===== src/rtl/reorder_buffer.sv =====
// reorder_buffer: circular in-order reorder buffer placed ahead of the rename table.
// Allocates up to two tags per cycle at dispatch and records each entry's destination
// register and result. It retires completed entries in program order through
// registered outputs. A resolved-branch flush rolls the tail back to just after the branch.
// Build option: define ROB_DUAL_RETIRE_EN to retire up to two entries per cycle.
// When it is undefined the buffer retires at most one entry per cycle, and every
// slot-1 retire output is tied to 0.
module reorder_buffer #(
  parameter int  DEPTH = 32,
  parameter int  RW    = 5,
  parameter int  DW    = 32,
  localparam int AW    = $clog2(DEPTH)
) (
  input  logic          clk,
  input  logic          reset,
  // dispatch / allocate
  input  logic          alloc0,
  input  logic          alloc1,
  input  logic [RW-1:0] alloc_reg_addr0,
  input  logic [RW-1:0] alloc_reg_addr1,
  input  logic          alloc_wr0,
  input  logic          alloc_wr1,
  input  logic          alloc_spec0,
  input  logic          alloc_spec1,
  output logic [AW-1:0] alloc_rob_addr0,
  output logic [AW-1:0] alloc_rob_addr1,
  output logic          alloc_ready,
  // completion
  input  logic          wb0,
  input  logic          wb1,
  input  logic [AW-1:0] wb_rob_addr0,
  input  logic [AW-1:0] wb_rob_addr1,
  input  logic [DW-1:0] wb_data0,
  input  logic [DW-1:0] wb_data1,
  // branch recovery
  input  logic          flush,
  input  logic [AW-1:0] flush_rob_addr,
  // retire
  output logic          retire0,
  output logic          retire1,
  output logic [RW-1:0] retire_reg_addr0,
  output logic [RW-1:0] retire_reg_addr1,
  output logic [AW-1:0] retire_rob_addr0,
  output logic [AW-1:0] retire_rob_addr1,
  output logic [DW-1:0] retire_data0,
  output logic [DW-1:0] retire_data1,
  output logic          retire_wr0,
  output logic          retire_wr1,
  output logic          retire_spec0,
  output logic          retire_spec1,
  output logic [AW:0]   count
);

  localparam int CW = AW + 1;

  typedef struct packed {
    logic          fire;
    logic          wr;
    logic          spec;
    logic [RW-1:0] reg_addr;
    logic [AW-1:0] rob_addr;
    logic [DW-1:0] data;
  } retire_t;

  // Pointers and per-entry status
  logic [AW-1:0]    head_q, head_d, tail_q, tail_d;
  logic [CW-1:0]    count_q, count_d;
  logic [DEPTH-1:0] vld_q, vld_d, done_q, done_d, drop_mask;

  // Per-entry payload
  logic [DEPTH-1:0] wr_q, spec_q;
  logic [RW-1:0]    reg_addr_q [DEPTH];
  logic [DW-1:0]    data_q     [DEPTH];

  logic          do_alloc0, do_alloc1, wb0_ok, wb1_ok, ret0, ret1;
  logic [AW-1:0] head_p1, tail_p1, dropped;
  logic [CW-1:0] alloc_n, ret_n, drop_n;

  retire_t ret0_q;

  assign head_p1         = head_q + AW'(1);
  assign tail_p1         = tail_q + AW'(1);
  assign alloc_rob_addr0 = tail_q;
  assign alloc_rob_addr1 = tail_p1;
  assign alloc_ready     = (count_q <= CW'(DEPTH - 2));
  assign count           = count_q;

  // A flush cycle never allocates. The younger slots are being discarded anyway.
  assign do_alloc0 = alloc0 && alloc_ready && !flush;
  assign do_alloc1 = do_alloc0 && alloc1;

  // A completion that targets a flushed (invalid) entry is ignored.
  assign wb0_ok = wb0 && vld_q[wb_rob_addr0];
  assign wb1_ok = wb1 && vld_q[wb_rob_addr1];

  assign ret0 = vld_q[head_q] && done_q[head_q];
`ifdef ROB_DUAL_RETIRE_EN
  assign ret1 = ret0 && vld_q[head_p1] && done_q[head_p1];
`else
  assign ret1 = 1'b0;
`endif

  // Entries strictly younger than the branch, up to the old tail. The modular
  // subtraction also gives the correct answer when the buffer is full.
  assign dropped = tail_q - flush_rob_addr - AW'(1);

  for (genvar gi = 0; gi < DEPTH; gi++) begin : g_drop
    assign drop_mask[gi] = flush && ((AW'(gi) - flush_rob_addr - AW'(1)) < dropped);
  end

  assign alloc_n = CW'(do_alloc0) + CW'(do_alloc1);
  assign ret_n   = CW'(ret0) + CW'(ret1);
  assign drop_n  = flush ? CW'(dropped) : '0;
  assign count_d = count_q + alloc_n - ret_n - drop_n;
  assign head_d  = head_q + AW'(ret_n);
  assign tail_d  = flush ? (flush_rob_addr + AW'(1)) : (tail_q + AW'(alloc_n));

  // Next-state valid/done vectors: completion, retire, flush, then allocation.
  always_comb begin
    // NOTE: copy the current state first so that every bit has a value on every
    // path. Otherwise this block would infer latches.
    vld_d  = vld_q;
    done_d = done_q;
    // NOTE: blocking '=' is used here because later statements must see the
    // earlier updates. Clocked blocks use '<=' only.
    if (wb0_ok) done_d[wb_rob_addr0] = 1'b1;
    if (wb1_ok) done_d[wb_rob_addr1] = 1'b1;
    if (ret0)   vld_d[head_q]        = 1'b0;
    if (ret1)   vld_d[head_p1]       = 1'b0;
    vld_d = vld_d & ~drop_mask;
    if (do_alloc0) begin
      vld_d[tail_q]  = 1'b1;
      done_d[tail_q] = 1'b0;
    end
    if (do_alloc1) begin
      vld_d[tail_p1]  = 1'b1;
      done_d[tail_p1] = 1'b0;
    end
  end

  // Control state: pointers, occupancy and per-entry valid/done.
  always_ff @(posedge clk or negedge reset) begin
    if (!reset) begin
      head_q  <= '0;
      tail_q  <= '0;
      count_q <= '0;
      vld_q   <= '0;
      done_q  <= '0;
    end else begin
      head_q  <= head_d;
      tail_q  <= tail_d;
      count_q <= count_d;
      vld_q   <= vld_d;
      done_q  <= done_d;
    end
  end

  // Payload storage: fields are captured at allocate and results at writeback.
  // NOTE: the payload arrays have no reset. Nothing reads a field until its entry
  // is valid, and valid is always written together with the field.
  always_ff @(posedge clk) begin
    if (do_alloc0) begin
      reg_addr_q[tail_q] <= alloc_reg_addr0;
      wr_q[tail_q]       <= alloc_wr0;
      spec_q[tail_q]     <= alloc_spec0;
    end
    if (do_alloc1) begin
      reg_addr_q[tail_p1] <= alloc_reg_addr1;
      wr_q[tail_p1]       <= alloc_wr1;
      spec_q[tail_p1]     <= alloc_spec1;
    end
    if (wb0_ok) data_q[wb_rob_addr0] <= wb_data0;
    if (wb1_ok) data_q[wb_rob_addr1] <= wb_data1;
  end

  // Retire slot 0 register. The strobe follows ret0 every cycle, and the fields
  // are loaded only when an entry retires.
  always_ff @(posedge clk or negedge reset) begin
    if (!reset) begin
      ret0_q <= '0;
    end else begin
      ret0_q.fire <= ret0;
      if (ret0) begin
        ret0_q.wr       <= wr_q[head_q];
        ret0_q.spec     <= spec_q[head_q];
        ret0_q.reg_addr <= reg_addr_q[head_q];
        ret0_q.rob_addr <= head_q;
        ret0_q.data     <= data_q[head_q];
      end
    end
  end

  assign retire0          = ret0_q.fire;
  assign retire_wr0       = ret0_q.wr;
  assign retire_spec0     = ret0_q.spec;
  assign retire_reg_addr0 = ret0_q.reg_addr;
  assign retire_rob_addr0 = ret0_q.rob_addr;
  assign retire_data0     = ret0_q.data;

`ifdef ROB_DUAL_RETIRE_EN
  retire_t ret1_q;

  // Retire slot 1 register: the entry after head, which only retires together with slot 0.
  always_ff @(posedge clk or negedge reset) begin
    if (!reset) begin
      ret1_q <= '0;
    end else begin
      ret1_q.fire <= ret1;
      if (ret1) begin
        ret1_q.wr       <= wr_q[head_p1];
        ret1_q.spec     <= spec_q[head_p1];
        ret1_q.reg_addr <= reg_addr_q[head_p1];
        ret1_q.rob_addr <= head_p1;
        ret1_q.data     <= data_q[head_p1];
      end
    end
  end

  assign retire1          = ret1_q.fire;
  assign retire_wr1       = ret1_q.wr;
  assign retire_spec1     = ret1_q.spec;
  assign retire_reg_addr1 = ret1_q.reg_addr;
  assign retire_rob_addr1 = ret1_q.rob_addr;
  assign retire_data1     = ret1_q.data;
`else
  assign retire1          = 1'b0;
  assign retire_wr1       = 1'b0;
  assign retire_spec1     = 1'b0;
  assign retire_reg_addr1 = '0;
  assign retire_rob_addr1 = '0;
  assign retire_data1     = '0;
`endif

endmodule


===== config.mk =====
export PLATFORM = sky130hd
export DESIGN_NAME = reorder_buffer
export DESIGN_NICKNAME = d
export VERILOG_FILES = /design/src/rtl/reorder_buffer.sv
export SDC_FILE = /design/constraint.sdc
export NUM_CORES = 2
export LEC_CHECK = 0
export CAP_MARGIN = 0
export CORE_MARGIN = 2
export CORE_UTILIZATION = 40
export DETAILED_ROUTE_END_ITERATION = 7
export PLACE_DENSITY = 0.61
export SLEW_MARGIN = 20
export SYNTH_ARGS = -nofsm -noshare
export SYNTH_HDL_FRONTEND = slang
export SYNTH_SLANG_ARGS = --single-unit

===== constraint.sdc =====
create_clock -name clk -period 6.6 [get_ports clk]
set_input_delay 0.99 -clock clk [delete_from_list [all_inputs] [get_ports clk]]
set_output_delay 0.99 -clock clk [all_outputs]
set_load 0.05 [all_outputs]

# Yosys cells after proc, flatten, opt, wreduce, memory -nomap -nowiden
# Memory sizes are Yosys's and may differ from the RTL's. A register that Yosys moved wholly into a read port is not among the register bits.
# Cells that the tools add are included.
# classes
add_sub_neg,74
n_lt_le_gt_ge,43
muxes,47
bitwise,12
n_reduce_logical,46
# ops
operator,count
32-bit 2-to-1 mux,11
"5-bit by 1-bit subtractor with 5-bit output, second input constant",33
5-bit < comparator,32
32-bit AND,4
32-bit bitwise mux,4
32-bit inverter,4
32-bit OR,4
"5-bit subtractor, first input constant",16
1-bit logical AND,43
"4-bit by 5-bit subtractor with 5-bit output, first input constant",8
1-bit binary-select mux with 5-bit select,6
"5-bit by 6-bit < comparator with 1-bit output, second input constant",5
1-bit demux with 5-bit select,5
"5-bit by 1-bit >= comparator with 1-bit output, second input constant",5
"3-bit by 5-bit subtractor with 5-bit output, first input constant",4
1-bit 2-to-1 mux,19
"5-bit by 1-bit adder with 5-bit output, second input constant",2
5-bit 2-to-1 mux,2
"1-bit by 5-bit subtractor with 5-bit output, first input constant",2
"2-bit by 5-bit subtractor with 5-bit output, first input constant",2
6-bit by 2-bit adder with 6-bit output,1
"6-bit by 5-bit <= comparator with 1-bit output, second input constant",1
6-bit by 1-bit subtractor with 6-bit output,1
6-bit by 5-bit subtractor with 6-bit output,1
5 further kinds,7
# totals
register_bits,152
mem_bits_rw,1184
output_inout_bits,107
elab_cells,235
memories,2
# mem_list
memory,depth,width,rd,rd_ports_with_merged_regs,write_ports,line_no,rtl
data_q,32,32,1,1,2,73,logic [DW-1:0] data_q [DEPTH];
reg_addr_q,32,5,1,1,2,72,logic [RW-1:0] reg_addr_q [DEPTH];

# Logic depth before layout (Yosys ltp)
# logic_depth
ltp_word,12
mapped_depth,19
mapped_depth_nobuf,15

# Least setup slack after synthesis
# Ideal clock, no wire load.
# synth_path
path_type,input to register
start,in flush_rob_addr[3]
end,reg count_q[5] (netlist: count[5])
arrival_time_ps,4832
t_required_ps,6476
path_slack_ps,1644
cell_stages,12
cell_sequence,clkbuf_1 > inv_1 > ha_1 > a21oi_1 > xnor2_1 > nor2_1 > ha_1 > inv_1 > ha_1 > ha_1 > a21oi_1 > xnor2_1
# synth_via
elab_chain_len,4
# synth_rtl
element,line_no,rtl
"start, declared",37,"input logic [AW-1:0] flush_rob_addr,"
5-bit subtractor,105,assign dropped = tail_q - flush_rob_addr - AW'(1);
5-bit by 1-bit subtractor with 5-bit output,105,
5-bit 2-to-1 mux,113,assign drop_n = flush ? CW'(dropped) : '0;
6-bit by 5-bit subtractor with 6-bit output,114,assign count_d = count_q + alloc_n - ret_n - drop_n;
named net count_d[5],67,"logic [CW-1:0] count_q, count_d;"
"end signal, assigned",152,count_q <= count_d;
"end, declared",67,
# The timed path passes the listed nets, and every way through them passes these cells.
# A chain may end at the register's enable or synchronous reset.

# Worst setup path after layout
# layout_path
start,reg head_q[2]
end,reg count_q[4] (netlist: count[4])
# layout_via
elab_chain_len,5
# layout_rtl
element,line_no,rtl
"start, declared",66,"logic [AW-1:0] head_q, head_d, tail_q, tail_d;"
"start signal, assigned",144,head_q <= '0;
"start signal, assigned",150,head_q <= head_d;
1-bit binary-select mux with 5-bit select,96,assign ret0 = vld_q[head_q] && done_q[head_q];
1-bit 2-to-1 mux (implied by the code),96,
1-bit logical AND (*),96,
6-bit by 1-bit subtractor with 6-bit output (*),114,
6-bit by 5-bit subtractor with 6-bit output (*),114,
named net count_d[4],67,
# The timed path passes the listed nets; every way through them passes the cells marked *. The select of a mux whose other input is x is not followed.

==> results.yml <==
status:
  run_status: "completed"
setup_path:
  cp.required_ns: 7.35
  worstSetupPathType: "reg -> reg"
  critical_path.reg2reg.endpoint: "count[4]"
  crit_fanout: 25
  rrSetupSlack_ns: 1.64
  critical_path.startpoint_type: "flop"
  reg2reg_depth: 15
  cp_data_arrival_time_ns: 5.71
  worstReg2RegStart: "head_q[2]"
  worstSetupEndpointType: "flop"
job:
  number_of_maximum_capacitance_violations: 0
synth:
  synthesis.instances: 4872
  synth.ff_latch_count: 1373
  synth-simple-area-share: 0.0336
  synth_top_family_by_area: "multiplexers"
  ys_seq_area_frac: 0.551
  yosys_warnings: 0
  synthesis.area_um2: 72600
  netlist-cell-type-count: 67
  yosys-mux-area-fraction: 0.306
  post_synth_fa_ha_maj_area_fraction: 0.0189
  syn_area_per_cell_um2: 14.9
  compound_gate_portion_of_the_synthesized_area: 0.0464
  ys.flop_type: "sky130_fd_sc_hd__edfxtp_1"
  yosys.area_share.xor_xnor: 0.00519
  synth_edf_count: 1184
  share_of_synthesized_flip_flops_with_an_asynchronous_set_or_reset: 0.0910
detailed_routing:
  drt-vias-per-instance: 6.14
  dr.first_iter.drc_count: 4742
  drcViolationCount: 0
  final_antenna_net_count: 0
  wirelength_um: 239000
  wire_per_inst_um: 32.7
  dr_total_vias: 44900
  drt_first_pass_iters: 5
clock_tree:
  cts_buffer_count: 156
  clock_slew_at_the_register_clock_pins_of_the_worst_setup_and_hold_paths_ns: 0.06
  tritoncts: "built"
  cts_sink_cnt: 1373
  clk_root_buffer_cell: "sky130_fd_sc_hd__clkbuf_16"
  cts_repair_resize_count: 0
  cts.path.max_buffers: 3
  clk-insertion-delay-late_ns: 0.84
  clock_tree.htree_level_count: 4
power_and_ir_drop:
  p_per_area_nw_per_um2: 281
  power_mw: 22.9
  ir_worst_vdd_v: 0.000249
  total_leakage_power_nw: 26.8
floorplanning:
  fp.dieW_um: 430
  top_ports: 207
  core_area_um2: 181000
  count_of_standard_cell_rows: 156
  die_footprint_um2: 185000
  die_h_um: 430
  floorplan.initialDensity: 0.402
cells_and_area:
  most-common-layout-cells: "sky130_fd_sc_hd__edfxtp_1 (1184), sky130_fd_sc_hd__mux2_2 (1183), sky130_fd_sc_hd__mux4_2 (315)"
  ff_latch_area_um2: 40000
  utilization_after_layout: 0.452
  final_area_um2: 81500
  nFillCells: 15900
  stdcell_count: 7307
  final_common_cell: "sky130_fd_sc_hd__edfxtp_1"
  fin_nets: 5023
  multi_input_comb_area_um2: 30700
  drive_above_1_share: 0.409
  flow.area_growth_from_synthesis_pct: 12.3
timing:
  worst-slew-pin-transition_ns: 1.18
  post-route-min-period_ns: 4.96
  setup_tns_ns: 0
  hold_viol: 0
  grt_setup_unrepaired: "no"
  final_setup_viols: 0
  slew-limit-headroom: 0.213
  slew_viol_final: 0
  fin_worst_skew_ns: 0.0548
  fmaxAchievable_mhz: 202
  final_min_period_over_clock_period: 0.751
min_path:
  worst_hold_path.endpoint: "done_q[16]"
  worst_hold_startpoint: "done_q[16]"
  hold_wc_path_type: "reg -> reg"
  hold_path_depth: 1
grt:
  grt_overflow: 0
  first_global_vias: 44800
  antenna_found_initial: 16
  grt_start_max_net_pins: 118
  gr-usage-all-layers: 0.256
  grt_pass1_wl_um: 341000
placed_design:
  hpwl_after_detailed_placement_um: 141000
  port_buffers: 161
  gp_congestion: 0.897
  placedInstanceArea_um2: 76800
  post-place-cells: 7027
[critical path, cell delays in order (launching register included)]
cell                       delay (ns)
sky130_fd_sc_hd__dfrtp_1         1.03
sky130_fd_sc_hd__nand2_1         0.53
sky130_fd_sc_hd__o22ai_1         0.28
sky130_fd_sc_hd__a222oi_1        0.11
sky130_fd_sc_hd__nand4_1         0.17
sky130_fd_sc_hd__o21ai_1         0.14
sky130_fd_sc_hd__inv_4           0.44
sky130_fd_sc_hd__fa_1            0.53
sky130_fd_sc_hd__fa_1            0.52
sky130_fd_sc_hd__inv_1           0.04
sky130_fd_sc_hd__ha_1            0.21
sky130_fd_sc_hd__fa_1            0.40
sky130_fd_sc_hd__a21oi_1         0.15
sky130_fd_sc_hd__nor2_1          0.05
sky130_fd_sc_hd__nor2_1          0.12
sky130_fd_sc_hd__xnor2_1         0.13
[how the worst max path moves through the flow]
stage	cells after the start	end	startpoint	slack (ns)
final	15	count[4]	head_q[2]	1.64
after global routing	15	count[4]	head_q[2]	1.38
after CTS	16	count[4]	head_q[1]	1.69
after detailed placement	8	data_q[10][11]	wb_rob_addr1[0]	1.02
after global placement	8	data_q[10][0]	wb_rob_addr1[0]	1.06
after floorplan	12	count[5]	flush_rob_addr[3]	1.64
[power breakdown]
part | total [mW] | internal (mW) | switching (mW)
clock | 8.41 | 4.67 | 3.74
combinational | 4.42 | 2.02 | 2.40
sequential | 10.1 | 9.80 | 0.299
total | 22.9 | 16.5 | 6.43
[state kept, by name, summed over array words and instances, names as in the netlist, 6 cells and up]
name / flops
data_q: 1024
reg_addr_q: 160
done_q: 32
retire_data0: 32
spec_q: 32
vld_q: 32
wr_q: 32
count: 6
[synth_stat cells (40+ instances only)]
master                     count  share of area
sky130_fd_sc_hd__a22oi_1     161          0.017
sky130_fd_sc_hd__o21ai_0      56         0.0039
sky130_fd_sc_hd__mux4_2      315          0.098
sky130_fd_sc_hd__edfxtp_1   1184           0.49
sky130_fd_sc_hd__dfrtp_1     125          0.043
sky130_fd_sc_hd__dfxtp_1      64          0.018
sky130_fd_sc_hd__buf_1        80         0.0041
sky130_fd_sc_hd__mux2i_1     139          0.019
sky130_fd_sc_hd__nor2_1      134         0.0069
sky130_fd_sc_hd__buf_2        71         0.0049
sky130_fd_sc_hd__mux2_2     1183           0.18
sky130_fd_sc_hd__ha_1        100          0.017
sky130_fd_sc_hd__clkbuf_1    363          0.019
sky130_fd_sc_hd__buf_4        54         0.0056
sky130_fd_sc_hd__o22ai_1      40         0.0034
sky130_fd_sc_hd__inv_1       108         0.0056
sky130_fd_sc_hd__a21oi_1      50         0.0034
sky130_fd_sc_hd__nand2_1     158         0.0082
[metrics by stage]
| step | setup WS, ns | hold WS (ns) |
|---|---|---|
| 2_1_floorplan | 1.64 | 0.459 |
| 3_3_place_gp | 1.06 | 0.472 |
| 3_5_place_dp | 1.02 | 0.479 |
| 4_1_cts | 1.69 | 0.492 |
| 5_1_grt | 1.38 | 0.503 |
| 6_report | 1.64 | 0.489 |
[cell type report]
type	count	share of cell area
multi-input cells	2861	0.376
inverters	111	0.00514
repair buffers	314	0.0328
flip-flops and latches	1373	0.490
clock inverters	60	0.00721
well taps	2370	0.0364
clock buffers	211	0.0518
diodes	7	0.000215
[logic make-up (layout without fill, tap and decap cells)]
kind of cell    count (synthesis)  after routing
xor+xnor                       43             43
fa+ha+maj                     106            106
compound gates                482            482
other cells                     1             52
simple gates                  515            515
mux                          1670           1670
buf+inv                       682            696
flops                        1373           1373
[timing repair]
| action | in CTS | in global routing |
|---|---|---|
| hold buffers | 1 | 0 |
| endpoints found under the hold margin | 8 | 0 |
| setup buffers | 0 | 0 |
[routing by layer]
layer  global-route usage  routed length (µm)  vias up
li1                     -                   -    18700
met1                0.338               96200    23700
met2                0.419              115000     2015
met3               0.0481               18000      466
met4                0.100                9410        8
met5                    0                  55        -
No activity file was read; power rests on OpenSTA's default activity.
